**src/rtl/urisc_pkg.sv**
```systemverilog
// urisc_pkg: state encoding and shared constants for the SUBLEQ sequencer
// Contents:
//   state_t      sequencer states S_IDLE..S_HALT
//   INSTR_LEN    words per instruction (A, B, C)
//   DEF_IO_ADDR  default address decoded as the I/O port
package urisc_pkg;
    typedef enum logic [2:0] {S_IDLE, S_FA, S_FB, S_FC, S_RA, S_RB, S_EX, S_HALT} state_t;
    localparam int INSTR_LEN = 3;
    localparam logic [7:0] DEF_IO_ADDR = 8'hFF;
endpackage

```
**src/rtl/urisc_ctrl.sv**
```systemverilog
// urisc_ctrl: SUBLEQ sequencer (mem[B] -= mem[A]; branch to C if result <= 0) on a sync RAM port
// Build option: define URISC_HALT_EN to stop in HALT on a taken self-branch (C == pc).
// Ports:
//   clk, reset (async, active-low), run       control; run=0 stops at an instruction boundary
//   in_port, out_port                         I/O mapped at IO_ADDR (read -> in_port, write -> out_port)
//   mem_addr, mem_re, mem_we, mem_wdata       RAM request; mem_rdata returns one cycle after mem_re
//   pc, busy, halted                          status
module urisc_ctrl
    import urisc_pkg::*;
#(
    parameter int AW = 8,
    parameter int DW = 8,
    parameter logic [AW-1:0] IO_ADDR = DEF_IO_ADDR,
    parameter logic [AW-1:0] RESET_PC = '0
) (
    input  logic          clk,
    input  logic          reset,
    input  logic          run,
    input  logic [DW-1:0] in_port,
    output logic [DW-1:0] out_port,
    output logic [AW-1:0] mem_addr,
    output logic          mem_re,
    output logic          mem_we,
    output logic [DW-1:0] mem_wdata,
    input  logic [DW-1:0] mem_rdata,
    output logic [AW-1:0] pc,
    output logic          busy,
    output logic          halted
);
    state_t        state;
    logic [AW-1:0] a, b, c, pc_nx;
    logic [DW-1:0] val_a, val_b, d;
    logic          le, halt_now;

    // Strobes and addresses are registered on entry to each state, so the read
    // issued in state X returns in the state after X; in EX mem_rdata holds mem[B].
    always_comb begin
        val_b = (b == IO_ADDR) ? '0 : mem_rdata;
        d = val_b - val_a;
        le = d[DW-1] | (d == '0);
        pc_nx = le ? c : pc + AW'(INSTR_LEN);
    end

    // The difference is only known once mem[B] arrives in EX, so write data is
    // gated by the registered write strobe instead of being registered itself.
    assign mem_wdata = mem_we ? d : '0;

`ifdef URISC_HALT_EN
    assign halt_now = le & (c == pc);
    assign halted = (state == S_HALT);
`else
    assign halt_now = 1'b0;
    assign halted = 1'b0;
`endif

    always_ff @(posedge clk or negedge reset) begin
        if (!reset) begin
            state <= S_IDLE;
            pc <= RESET_PC;
            out_port <= '0;
            mem_addr <= '0;
            mem_re <= 1'b0;
            mem_we <= 1'b0;
            busy <= 1'b0;
            a <= '0;
            b <= '0;
            c <= '0;
            val_a <= '0;
        end else begin
            mem_re <= 1'b0;
            mem_we <= 1'b0;
            case (state)
                S_IDLE: if (run) begin
                    state <= S_FA;
                    busy <= 1'b1;
                    mem_addr <= pc;
                    mem_re <= 1'b1;
                end
                S_FA: begin
                    state <= S_FB;
                    mem_addr <= pc + AW'(1);
                    mem_re <= 1'b1;
                end
                S_FB: begin
                    state <= S_FC;
                    a <= mem_rdata[AW-1:0];
                    mem_addr <= pc + AW'(2);
                    mem_re <= 1'b1;
                end
                S_FC: begin
                    state <= S_RA;
                    b <= mem_rdata[AW-1:0];
                    mem_addr <= a;
                    mem_re <= (a != IO_ADDR);
                end
                S_RA: begin
                    state <= S_RB;
                    c <= mem_rdata[AW-1:0];
                    mem_addr <= b;
                    mem_re <= (b != IO_ADDR);
                end
                S_RB: begin
                    state <= S_EX;
                    val_a <= (a == IO_ADDR) ? in_port : mem_rdata;
                    mem_we <= (b != IO_ADDR);
                end
                S_EX: begin
                    pc <= pc_nx;
                    if (b == IO_ADDR) out_port <= d;
                    if (halt_now) begin
                        state <= S_HALT;
                        busy <= 1'b0;
                    end else if (run) begin
                        state <= S_FA;
                        mem_addr <= pc_nx;
                        mem_re <= 1'b1;
                    end else begin
                        state <= S_IDLE;
                        busy <= 1'b0;
                    end
                end
                S_HALT: state <= S_HALT;
            endcase
        end
    end
endmodule

```
**config.mk**
```make
export PLATFORM = sky130hd
export DESIGN_NAME = urisc_ctrl
export DESIGN_NICKNAME = d
export VERILOG_FILES = /design/src/rtl/urisc_pkg.sv /design/src/rtl/urisc_ctrl.sv
export SDC_FILE = /design/constraint.sdc
export NUM_CORES = 1
export LEC_CHECK = 0
export ABC_AREA = 1
export CORE_UTILIZATION = 49
export DETAILED_ROUTE_END_ITERATION = 6
export PLACE_DENSITY_LB_ADDON = 0.05
export SLEW_MARGIN = 20
export SYNTH_ARGS = -nofsm -noshare
export SYNTH_HDL_FRONTEND = slang
export SYNTH_SLANG_ARGS = --single-unit
```
**constraint.sdc**
```tcl
create_clock -name clk -period 2.4 [get_ports clk]
set_input_delay 0.36 -clock clk [delete_from_list [all_inputs] [get_ports clk]]
set_output_delay 0.36 -clock clk [all_outputs]
set_load 0.005 [all_outputs]
```
Word level (Yosys, flattened, before mapping):

Index checks and enable logic that the tools add are counted.

* output and inout bits: 36
* flip-flop bits (word level): 62

* bitwise logic cells: 1
* multiplexer cells: 16
* reduce and logical (&&, ||, !) cells: 9
* add/sub/neg operators: 4
* equality and inequality tests: 14

Operator list (count)
* $mux W8: 6
* $pmux W8 S6: 1
* $pmux W3 S8: 1
* $add A8 B2 Y8 const B: 2
* $eq A8 B8 Y1 const B: 2
* $ne A8 B8 Y1 const B: 2
* $eq A3 B3 Y1 const B: 4
* $add A8 B1 Y8 const B: 1
* $logic_not A8 Y1: 1
* $sub A8 B8 Y8: 1
* $eq A3 B2 Y1 const B: 2
* $ne A2 B2 Y1 const B: 3
* $reduce_and A3 Y1: 2
* $reduce_bool A6 Y1: 1
* $mux W1: 5
* $pmux W1 S4: 1
* $reduce_or A2 Y1: 2
* $eq A3 B1 Y1 const B: 1
* $logic_not A3 Y1: 1
* $mux W3: 1
* $pmux W1 S2: 1
* $reduce_and A2 Y1: 1
* $reduce_bool A2 Y1: 1
* $or A1 B1 Y1: 1

Logic depth before layout (Yosys ltp):

Gate-level depths: netlist (run 1).

* depth in word-level cells: 8
* depth in mapped cells: 20

Worst setup path after synthesis (run 1):

No wires, ideal clock.

* path type: reg2reg
* start point: reg b[1]
* end point: reg mem_addr[1]
* setup time: 116 ps
* data arrival time: 2227 ps
* buffers on the path: 0
* setup slack: 57 ps
* cell stages (with the launch flop): 19
* period minus slack after synthesis: 2343 ps
* cells stage by stage: dfrtp_1 > nand2_1 > nor2_1 > nand2_1 > inv_1 > nor2_1 > fa_1 > nor2_1 > nor2_1 > nor2_1 > nand3_1 > nor2_2 > nand3_4 > nand2_4 > nand2_1 > nand3_1 > nand2_1 > nand2_1 > nand2_1

* cells in the longest elaborated chain, start to end: 8

RTL lines
* start, declared: RTL line urisc_ctrl.sv:31 `logic [AW-1:0] a, b, c, pc_nx;`
* start signal, assigned: RTL line urisc_ctrl.sv:92 `b <= mem_rdata[AW-1:0];`
* $eq A8 B8 Y1: RTL line urisc_ctrl.sv:38 `val_b = (b == IO_ADDR) ? '0 : mem_rdata;`
* $mux W8: RTL line urisc_ctrl.sv:38
* $sub A8 B8 Y8: RTL line urisc_ctrl.sv:39 `d = val_b - val_a;`
* $logic_not A8 Y1: RTL line urisc_ctrl.sv:40 `le = d[DW-1] | (d == '0);`
* $or A1 B1 Y1: RTL line urisc_ctrl.sv:40
* $mux W8: RTL line urisc_ctrl.sv:41 `pc_nx = le ? c : pc + AW'(INSTR_LEN);`
* $mux W8: RTL line urisc_ctrl.sv:113 `end else if (run) begin`
* $pmux W8 S6 *: RTL line urisc_ctrl.sv:72 `case (state)`
* end signal, assigned: RTL line urisc_ctrl.sv:76 `mem_addr <= pc;`
* end signal, assigned: RTL line urisc_ctrl.sv:81 `mem_addr <= pc + AW'(1);`
* end signal, assigned: RTL line urisc_ctrl.sv:115 `mem_addr <= pc_nx;`
* end, declared: RTL line urisc_ctrl.sv:21 `output logic [AW-1:0] mem_addr,`

Every way passes the cells marked *; elsewhere a longest branch is shown, timed or not. The select of a mux whose other input is x is not followed.
A chain may end at the register's enable or synchronous reset.

Worst setup path after layout (run 1):

* start point: reg b[2]
* end point: reg mem_addr[0]

* cells in the longest elaborated chain, start to end: 8

RTL lines
* $eq A8 B8 Y1: RTL line urisc_ctrl.sv:38
* $mux W8: RTL line urisc_ctrl.sv:38
* $sub A8 B8 Y8: RTL line urisc_ctrl.sv:39
* via d[1]: RTL line urisc_ctrl.sv:32 `logic [DW-1:0] val_a, val_b, d;`
* $logic_not A8 Y1: RTL line urisc_ctrl.sv:40
* $or A1 B1 Y1: RTL line urisc_ctrl.sv:40
* $mux W8: RTL line urisc_ctrl.sv:41
* $mux W8: RTL line urisc_ctrl.sv:113
* $pmux W8 S6: RTL line urisc_ctrl.sv:72

The timed path passes the listed nets, and every way through them passes these cells. The select of a mux whose other input is x is not followed.

==> out/metrics.cfg, run 1 <==
[placement]
io_buffers=53
dpl-instance-area_um2=4560
routabilityCongestion=0.905
dp_hpwl_mm=7.77

[floorplanning]
start_util=0.507
coreArea_um2=7250
ioPinCount=55
dieArea_um2=7850
die_h_um=88.6
rows=31
fp.dieW_um=88.6

[critical_path]
crit_type=reg2reg
endpoint_kind=flip-flop
crit_arrival_ps=3020
critPathLaunchType=flip-flop
cp_max_fo=4
worstPathRequired_ps=2700

[synthesis]
synth.avg_cell_area_um2=7.19
synth_area_um2=3670
yosysSeqAreaShare=0.422
yosys_warnings=0
synth_nets=542
ys_ff_latch=62
ys_types=34
syn_inst=511

[clocking]
numCtsBuffers=9
cts-root-buf=clkbuf_8
htree_num_levels=3
worstSkewPairLatency_ps=360
path_clk_slew_ps=80
hold_buffers=0
clockBufferDepth=2
tritoncts=done
cts_sinks=62

[finish]
fillCellCount=608
ff_latch_area_um2=1550
nNetsFinal=645
fin_util=0.717
fin_area_um2=5200
syn2layout_area_growth_pct=41.4
insertedDiodeCount=0
drive_gt1_frac=0.276
multi_input_area_um2=2140

[sta]
fmax_ghz=0.368
finalSetupViolCount=23
drv_slew=0
rsz0062_at_grt=true
setup_ws_ps=-318
finalCritPeriodShare=1.13
final.setup_skew_ps=9.16
layout_min_cycle_time_ps=2720
timing.hold.ws_ps=-2.37
hold_viol=3

[pwr]
fin_total_pwr_w=0.00749
leakage_nw=2.54
power_density_nw_per_um2=1440
ir_drop_v=0.000661

[global_routing]
grt_pass1_wl_mm=17.6
track_usage=0.303
grt_pass1_vias=3543
grt_start_max_net_pins=63
overflow=0
grt_antenna_before_repair=0

[routing]
wl_met2_mm=5.45
highest_layer=met4
vias=3855
drt_first_iter_violations=247
finalWirelength_mm=11.4
wl_met3_um=639
ant_nets=0
drc=0
viasPerCell=5.37
m1WireLength_mm=4.95
wl_per_cell_um=15.8
drt-pass1-iter-count=5

[outcome]
failed_checks=negative hold slack, negative setup slack
outcome=complete, but fails checks

[min_path]
hold_path.class=in2async

[flow_run]
cap_violations=0

kinds of logic (layout without fill, tap and decap cells):
family / after synthesis / count (layout) / synth area share
AND/OR/NAND/NOR: 249 / 249 / 0.283
AO/OA/AOI/OAI: 99 / 99 / 0.151
buffers and inverters: 84 / 192 / 0.0906
flip-flops: 62 / 62 / 0.422
adder cells (fa/ha/maj): 12 / 12 / 0.0429
XOR/XNOR: 4 / 4 / 0.00953
other: 1 / 1 / 0.00102
what timing repair did:
| action | in CTS | in global routing |
|---|---|---|
| pin swaps | 45 | 46 |
| setup endpoints to repair | 24 | 24 |
| cloned | 0 | 0 |
| gates resized for setup | 91 | 44 |
| endpoints found under the hold margin | 0 | 0 |
| buffers inserted | 16 | 1 |
cells in the mapped netlist:
library cell / instances / area [µm²]
a2111oi_2: 1 / 15.0
a211oi_1: 2 / 15.0
a21oi_1: 17 / 85.1
a21oi_2: 1 / 8.76
a22o_1: 1 / 8.76
a31oi_1: 4 / 25.0
and2_1: 1 / 6.26
buf_2: 5 / 25.0
buf_4: 3 / 22.5
clkbuf_1: 5 / 18.8
clkinv_1: 1 / 3.75
conb_1: 1 / 3.75
dfrtp_1: 62 / 1550
fa_1: 1 / 20.0
ha_1: 11 / 138
inv_1: 69 / 259
inv_2: 1 / 3.75
nand2_1: 156 / 586
nand2_2: 3 / 18.8
nand2_4: 1 / 11.3
nand3_1: 29 / 145
nand3_2: 1 / 10.0
nand3_4: 1 / 17.5
nand4_1: 7 / 43.8
nor2_1: 42 / 158
nor2_2: 2 / 12.5
nor3_1: 6 / 30.0
o2111ai_1: 1 / 8.76
o211ai_1: 2 / 15.0
o21ai_0: 61 / 305
o21ai_4: 1 / 16.3
o221ai_1: 1 / 8.76
o22ai_1: 7 / 43.8
xor2_1: 4 / 35.0
power breakdown:
group	total [W]	internal [W]	switching, W	leakage [nW]
sequential	0.00194	0.00153	0.000410	0.731
combinational	0.00468	0.00203	0.00264	1.71
clock	0.000869	0.000409	0.000459	0.0970
per-stage QoR:
| stage | cells | setup slack (ps) | hold slack (ps) | TNS, ps |
|---|---|---|---|---|
| after floorplan | 511 | 56.6 | 64.4 | 0 |
| after global placement | 689 | -426 | 396 | -6860 |
| after detailed placement | 689 | -451 | 403 | -7660 |
| after CTS | 718 | -349 | 29.5 | -6680 |
| after global routing | 718 | -481 | 38.0 | -9340 |
| final | 718 | -318 | -2.37 | -5770 |
layer usage:
metal  vias up  global-route usage
li1       1855                   -
met1      1819               0.410
met2       154               0.494
met3        27              0.0513
met4         0              0.0982
met5         -                   0
worst max-delay path, stage by stage, from the launching register on:
cell,delay [ps]
dfrtp_1,400
nand2_1,80
nor2_1,50
nand2_1,120
inv_2,80
buf_4,140
nor2_2,170
fa_2,490
inv_1,90
nand2_1,90
nor2_4,110
nand3_2,80
nor2_4,110
nand3_4,120
buf_6,150
nand3_2,60
nand3_2,100
nand2_2,90
nand2_2,50
nand2_2,60
cells in the final DEF, fill, tap and decap left out, drive strengths merged, types with 2 or more instances in the layout:
master           n
nand3           31
clkbuf          10
dfrtp           62
nand2          160
nand4            7
nor2            44
clkinv           5
buf             60
a21oi           18
clkdlybuf4s50   44
a211oi           2
nor3             6
ha              11
a31oi            4
o21ai           62
o22ai            7
xor2             4
o211ai           2
inv             72
area by class of cell:
class                      count  share of cell area
clock buffer                  10              0.0265
clock inverter                 6             0.00867
inverter                      71              0.0515
multi-input combinational    365               0.412
sequential                    62               0.299
tap                           99              0.0238
timing repair buffer         105               0.179
state kept, by name, indices dropped and copies added, names as in the netlist, 2 cells and up, named ones only:
register  flops
out_port      8
c             8
val_a         8
state         2
pc            8
a             8
b             8
mem_addr      8
worst paths after layout:
| check | slack, ps | cells after the start | from | endpoint |
|---|---|---|---|---|
| worst max-delay path | -320 | 19 | b[2] | mem_addr[0] |
| worst min-delay path | -2 | 2 | reset | out_port[2] |
| worst max register to register | -320 | 19 | b[2] | mem_addr[0] |
| worst min register to register | 480 | 2 | mem_addr[4] | mem_addr[4] |
| max in group asynchronous | 2110 | 2 | reset | b[0] |
| min in group clk | 480 | 2 | mem_addr[4] | mem_addr[4] |
No activity file was read; power rests on OpenSTA's default activity.
==> run 2: changes to the inputs <==
- CORE_MARGIN: default -> 2
- GPL_ROUTABILITY_DRIVEN: default -> 1
==> out/metrics.cfg, run 2 (synthesized netlist as in run 1, its figures left out) <==
[outcome]
outcome=complete, but fails checks
failed_checks=negative setup slack

[sta]
hold_viol=0  ; -3
drv_slew=0  ; unchanged
slew_headroom=0.464
rsz0062_at_grt=true
fmax_ghz=0.360  ; -2.2%
finalCritPeriodShare=1.16  ; +0.0252
worst_pin_slew_ps=804
finalSetupViolCount=23  ; unchanged
setup_ws_ps=-379  ; -60.5 ps
layout_min_cycle_time_ps=2780  ; +60.5 ps
final.setup_skew_ps=9.00  ; -0.162 ps

[floorplanning]
fp.dieW_um=90.6  ; +2.3%
coreArea_um2=7250  ; unchanged
die_h_um=90.6  ; +2.3%
dieArea_um2=8210  ; +4.6%
ioPinCount=55  ; unchanged
start_util=0.507  ; unchanged
rows=31  ; unchanged

[placement]
routabilityCongestion=0.921  ; +1.8%
dpl.cell_count=688  ; -0.15%
io_buffers=53  ; unchanged
dp_hpwl_mm=7.53  ; -3.1%

[global_routing]
grt_pass1_vias=3747  ; +5.8%
track_usage=0.279  ; -0.0240
grt_pass1_wl_mm=18.3  ; +3.6%
grt_antenna_before_repair=0  ; unchanged
grt_start_max_net_pins=63  ; unchanged
overflow=0  ; unchanged

[critical_path]
cp_max_fo=5  ; +1
r2r_cells=22  ; +3
startpoint=b[2]
worstPathRequired_ps=2700  ; about the same
critPathLaunchType=flip-flop
endpoint_kind=flip-flop
crit_type=reg2reg
r2r_start=b[2]
crit_arrival_ps=3070  ; +50 ps

[finish]
final_cell_mix=129 x nand2_1, 62 x dfrtp_1, 60 x inv_1
syn2layout_area_growth_pct=44.7
insertedDiodeCount=0  ; unchanged
fin_cells=728  ; +1.4%
drive_gt1_frac=0.286  ; +0.00992
fin_util=0.733  ; +0.0164
nNetsFinal=655  ; +1.6%
final_common_cell=nand2_1

[routing]
vias=3987  ; +3.4%
drt-pass1-iter-count=5  ; unchanged
wl_per_cell_um=16.1  ; +1.8%
viasPerCell=5.48  ; +2.0%
finalWirelength_mm=11.7  ; +3.2%
drt_first_iter_violations=304  ; +23%
ant_nets=0  ; unchanged
drc=0  ; unchanged

[min_path]
hold_path.class=in2async

[clocking]
tritoncts=done
cts_sinks=62  ; unchanged
path_clk_slew_ps=80  ; about the same
cts-root-buf=clkbuf_8
clockBufferDepth=2  ; unchanged
numCtsBuffers=9  ; unchanged
worstSkewPairLatency_ps=350  ; about the same
htree_num_levels=3  ; unchanged
hold_buffers=0  ; unchanged

[pwr]
fin_total_pwr_w=0.00764  ; +2.0%
leakage_nw=2.59  ; +2.3%
ir_drop_v=0.000713  ; +7.9%
power_density_nw_per_um2=1440  ; -0.26%

[flow_run]
cap_violations=0  ; unchanged

run 2: cell types whose count changed in the layout (fill, tap and decap cells not counted), sizes merged:
cell and delta:
clkinvlp +1, inv +2, buf +10, clkbuf -1
clkinv -2
run 2: layout make-up:
cell class / instances / area [µm²]
Clock buffer: 9 / 124
Clock inverter: 7 / 55.1
Fill cell: 576 / 1940
Inverter: 71 / 269
Multi-Input combinational cell: 365 / 2190
Sequential cell: 62 / 1550
Tap cell: 99 / 124
Timing Repair Buffer: 115 / 1010
run 2: worst max-delay path, stage by stage, from the launching register on:
cell     delay [ps]
dfrtp_1         370
nand2_1          70
nor2_2          110
nand2_2         100
buf_6           130
nand2_4          60
ha_4            130
inv_2            40
fa_2            390
buf_6           150
nor2_4           70
nor2_2           50
buf_4           130
nor2_4           80
nand3_2          90
nor2_4          130
nand3_4         130
buf_6           170
nand3_2          70
nand3_2          80
nand2_1          80
nand2_1          50
nand2_1          60
run 2: layer usage:
| metal | track usage | wire length (µm) | share of wire |
|---|---|---|---|
| met5 | 0 | 0 | 0 |
| met4 | 0.0885 | 234 | 0.020 |
| met3 | 0.0509 | 776 | 0.066 |
| met2 | 0.451 | 5780 | 0.49 |
| met1 | 0.379 | 4920 | 0.42 |
run 2: power breakdown:
group / switching, W / internal, W
Sequential: 0.000411 / 0.00153
Combinational: 0.00272 / 0.00212
Clock: 0.000472 / 0.000388
run 2: path summary, 6_finish.rpt:
check	to	slack [ps]
max in group asynchronous	a[0]	1690
worst min-delay path	out_port[5]	160
min in group clk	mem_addr[7]	470
worst max-delay path	mem_addr[7]	-380
worst min register to register	mem_addr[7]	470
worst max register to register	mem_addr[7]	-380
run 2: repair_timing:
item,4_1_cts,5_1_grt
pin swaps,37,37
endpoints found under the setup margin,24,26
buffers inserted,19,7
gates resized for setup,97,51
hold endpoints to repair,0,0
run 2: through the flow:
stage                     worst slack (ps)  TNS [ps]  hold slack, ps  area (µm²)
after floorplan                       56.6         0            64.4        3670
after global placement                -438     -6920             464        4540
after detailed placement              -464     -7910             466        4540
after CTS                             -404     -7640             209        5080
after global routing                  -534     -9970             236        5320
final                                 -379     -6870             158        5320
==> run 3: changes to the inputs <==
- CORE_UTILIZATION: 49 -> 45
- CTS_BUF_LIST: default -> sky130_fd_sc_hd__clkbuf_2
==> out/metrics.cfg, run 3 (synthesized netlist as in run 1, its figures left out) <==
[finish]
multi_input_area_um2=2160  ; -1.4%
fillCellCount=676  ; +17%
nNetsFinal=652  ; -0.46%
final_cell_mix=131 x nand2_1, 62 x dfrtp_1, 60 x inv_1
fin_cells=728  ; unchanged
final_common_cell=nand2_1
insertedDiodeCount=0  ; unchanged
syn2layout_area_growth_pct=41.9
ff_latch_area_um2=1550  ; unchanged
drive_gt1_frac=0.278  ; -0.00821
fin_area_um2=5220  ; -1.9%

[placement]
routabilityCongestion=0.952  ; +3.4%
dpl.cell_count=693  ; +0.73%
dpl-instance-area_um2=4590  ; +0.96%
io_buffers=53  ; unchanged
dp_hpwl_mm=7.56  ; +0.42%

[pwr]
fin_total_pwr_w=0.00742  ; -2.8%
ir_drop_v=0.000617  ; -14%
p_seq_frac=0.260  ; +0.006
clockPowerShare=0.091  ; -0.022
power_density_nw_per_um2=1420  ; -0.91%
power_switching_w=0.00351  ; -2.4%
power.share.combinational=0.649  ; +0.016
swShare=0.473  ; +0.00161
leakage_nw=2.55  ; -1.5%
p_int_w=0.00391  ; -3.1%

[critical_path]
cp_max_fo=7  ; +2
crit_arrival_ps=2470  ; -600 ps
worstPathRequired_ps=2040  ; -660 ps
critPathLaunchType=flip-flop
endpoint_kind=primary output
crit_type=reg2out

[routing]
viasPerCell=5.26  ; -4.0%
ant_nets=0  ; unchanged
drt-pass1-iter-count=5  ; unchanged
drt_first_iter_violations=180  ; -41%
wl_per_cell_um=14.9  ; -7.3%
vias=3829  ; -4.0%
drc=0  ; unchanged
finalWirelength_mm=10.9  ; -7.3%

[floorplanning]
ioPinCount=55  ; unchanged
rows=32  ; +3.2%
coreArea_um2=7810  ; +7.6%
fp.dieW_um=94.4  ; +4.2%
die_h_um=94.4  ; +4.2%
dieArea_um2=8900  ; +8.5%
start_util=0.471  ; -0.0360

[clocking]
cts-root-buf=clkbuf_2
worstSkewPairLatency_ps=510  ; +160 ps
cts_sinks=62  ; unchanged
numCtsBuffers=9  ; unchanged
path_clk_slew_ps=220  ; +140 ps
tritoncts=done
htree_num_levels=3  ; unchanged
clockBufferDepth=2  ; unchanged

[sta]
rsz0062_at_grt=true
finalCritPeriodShare=1.18  ; +0.0212
layout_min_cycle_time_ps=2830  ; +50.9 ps
drv_slew=0  ; unchanged
hold_viol=0  ; unchanged
finalSetupViolCount=23  ; unchanged
setup_ws_ps=-430  ; -50.9 ps
final.setup_skew_ps=37.3  ; +28.3 ps
fmax_ghz=0.353  ; -1.8%

[outcome]
failed_checks=negative setup slack
outcome=complete, but fails checks

[flow_run]
cap_violations=0  ; unchanged

[global_routing]
track_usage=0.250  ; -0.0285
grt_pass1_vias=3524  ; -6.0%
overflow=0  ; unchanged
grt_start_max_net_pins=63  ; unchanged
grt_antenna_before_repair=0  ; unchanged
grt_pass1_wl_mm=17.1  ; -6.2%

[min_path]
hold_path.class=in2async

## run 3: cell count changes in the layout (fill, tap and decap cells not counted), moves of 4 or more
cell / change
clkbuf_8: -9
buf_6: -7
clkbuf_2: +9
o21ai_0: -4
nor2_2: -4
## run 3: worst paths after layout
kind,cells after the start,to,start,slack [ps]
min reg2reg,2,mem_addr[7],mem_addr[7],500
min in group clk,3,val_a[0],in_port[0],420
max reg2reg,21,mem_addr[3],b[1],-290
max,16,mem_wdata[7],b[1],-430
max in group asynchronous,3,val_a[6],reset,1740
min,3,pc[0],reset,350
## run 3: what timing repair did
action                                 CTS  global route
setup endpoints to repair               24            27
setup buffers                           16             4
hold buffers                             1             0
pin swaps                               30            38
endpoints found under the hold margin   62             0
gates resized for setup                 79            65
## run 3: metrics by stage
stage	worst slack (ps)	setup TNS (ps)	hold WS [ps]	utilization
2_1_floorplan	56.6	0	64.4	-
3_3_place_gp	-462	-7920	401	0.588
3_5_place_dp	-490	-8530	395	0.588
4_1_cts	-486	-7470	340	0.635
5_1_grt	-626	-10060	367	0.668
6_report	-430	-6040	354	0.668
## run 3: final cells by class
type	count	area share
timing repair buffer	112	0.189
tap	102	0.0245
clock buffer	9	0.00864
inverter	71	0.0528
clock inverter	7	0.0139
multi-input combinational	365	0.413
sequential	62	0.297
## run 3: power groups by stage
stage          Sequential, W  Combinational (W)  Clock, W
2_1_floorplan        0.00183            0.00231         0
3_3_place_gp         0.00192            0.00376         0
3_5_place_dp         0.00194            0.00379         0
4_1_cts              0.00192            0.00421  0.000694
5_1_grt              0.00199            0.00530  0.000748
6_report             0.00193            0.00482  0.000678
## run 3: per-layer routing
metal | up-vias | wire length (µm) | track usage
met5 | - | 0 | 0
met4 | 0 | 123 | 0.0640
met3 | 11 | 654 | 0.0495
met2 | 126 | 5210 | 0.403
met1 | 1808 | 4870 | 0.348
li1 | 1884 | - | -
## run 3: critical path, stage by stage, from the launching register on
cell      delay (ps)
dfrtp_1          420
nand2_1           90
nor2_2            50
nand2_2          120
clkinv_4         130
nor2_4           120
ha_4             230
a21oi_4          160
nand2_2           80
buf_6            120
nand2_2           50
nand2_2           70
inv_2             60
nand2_2           50
nand2_2           80
nor2_1            50
buf_2            130
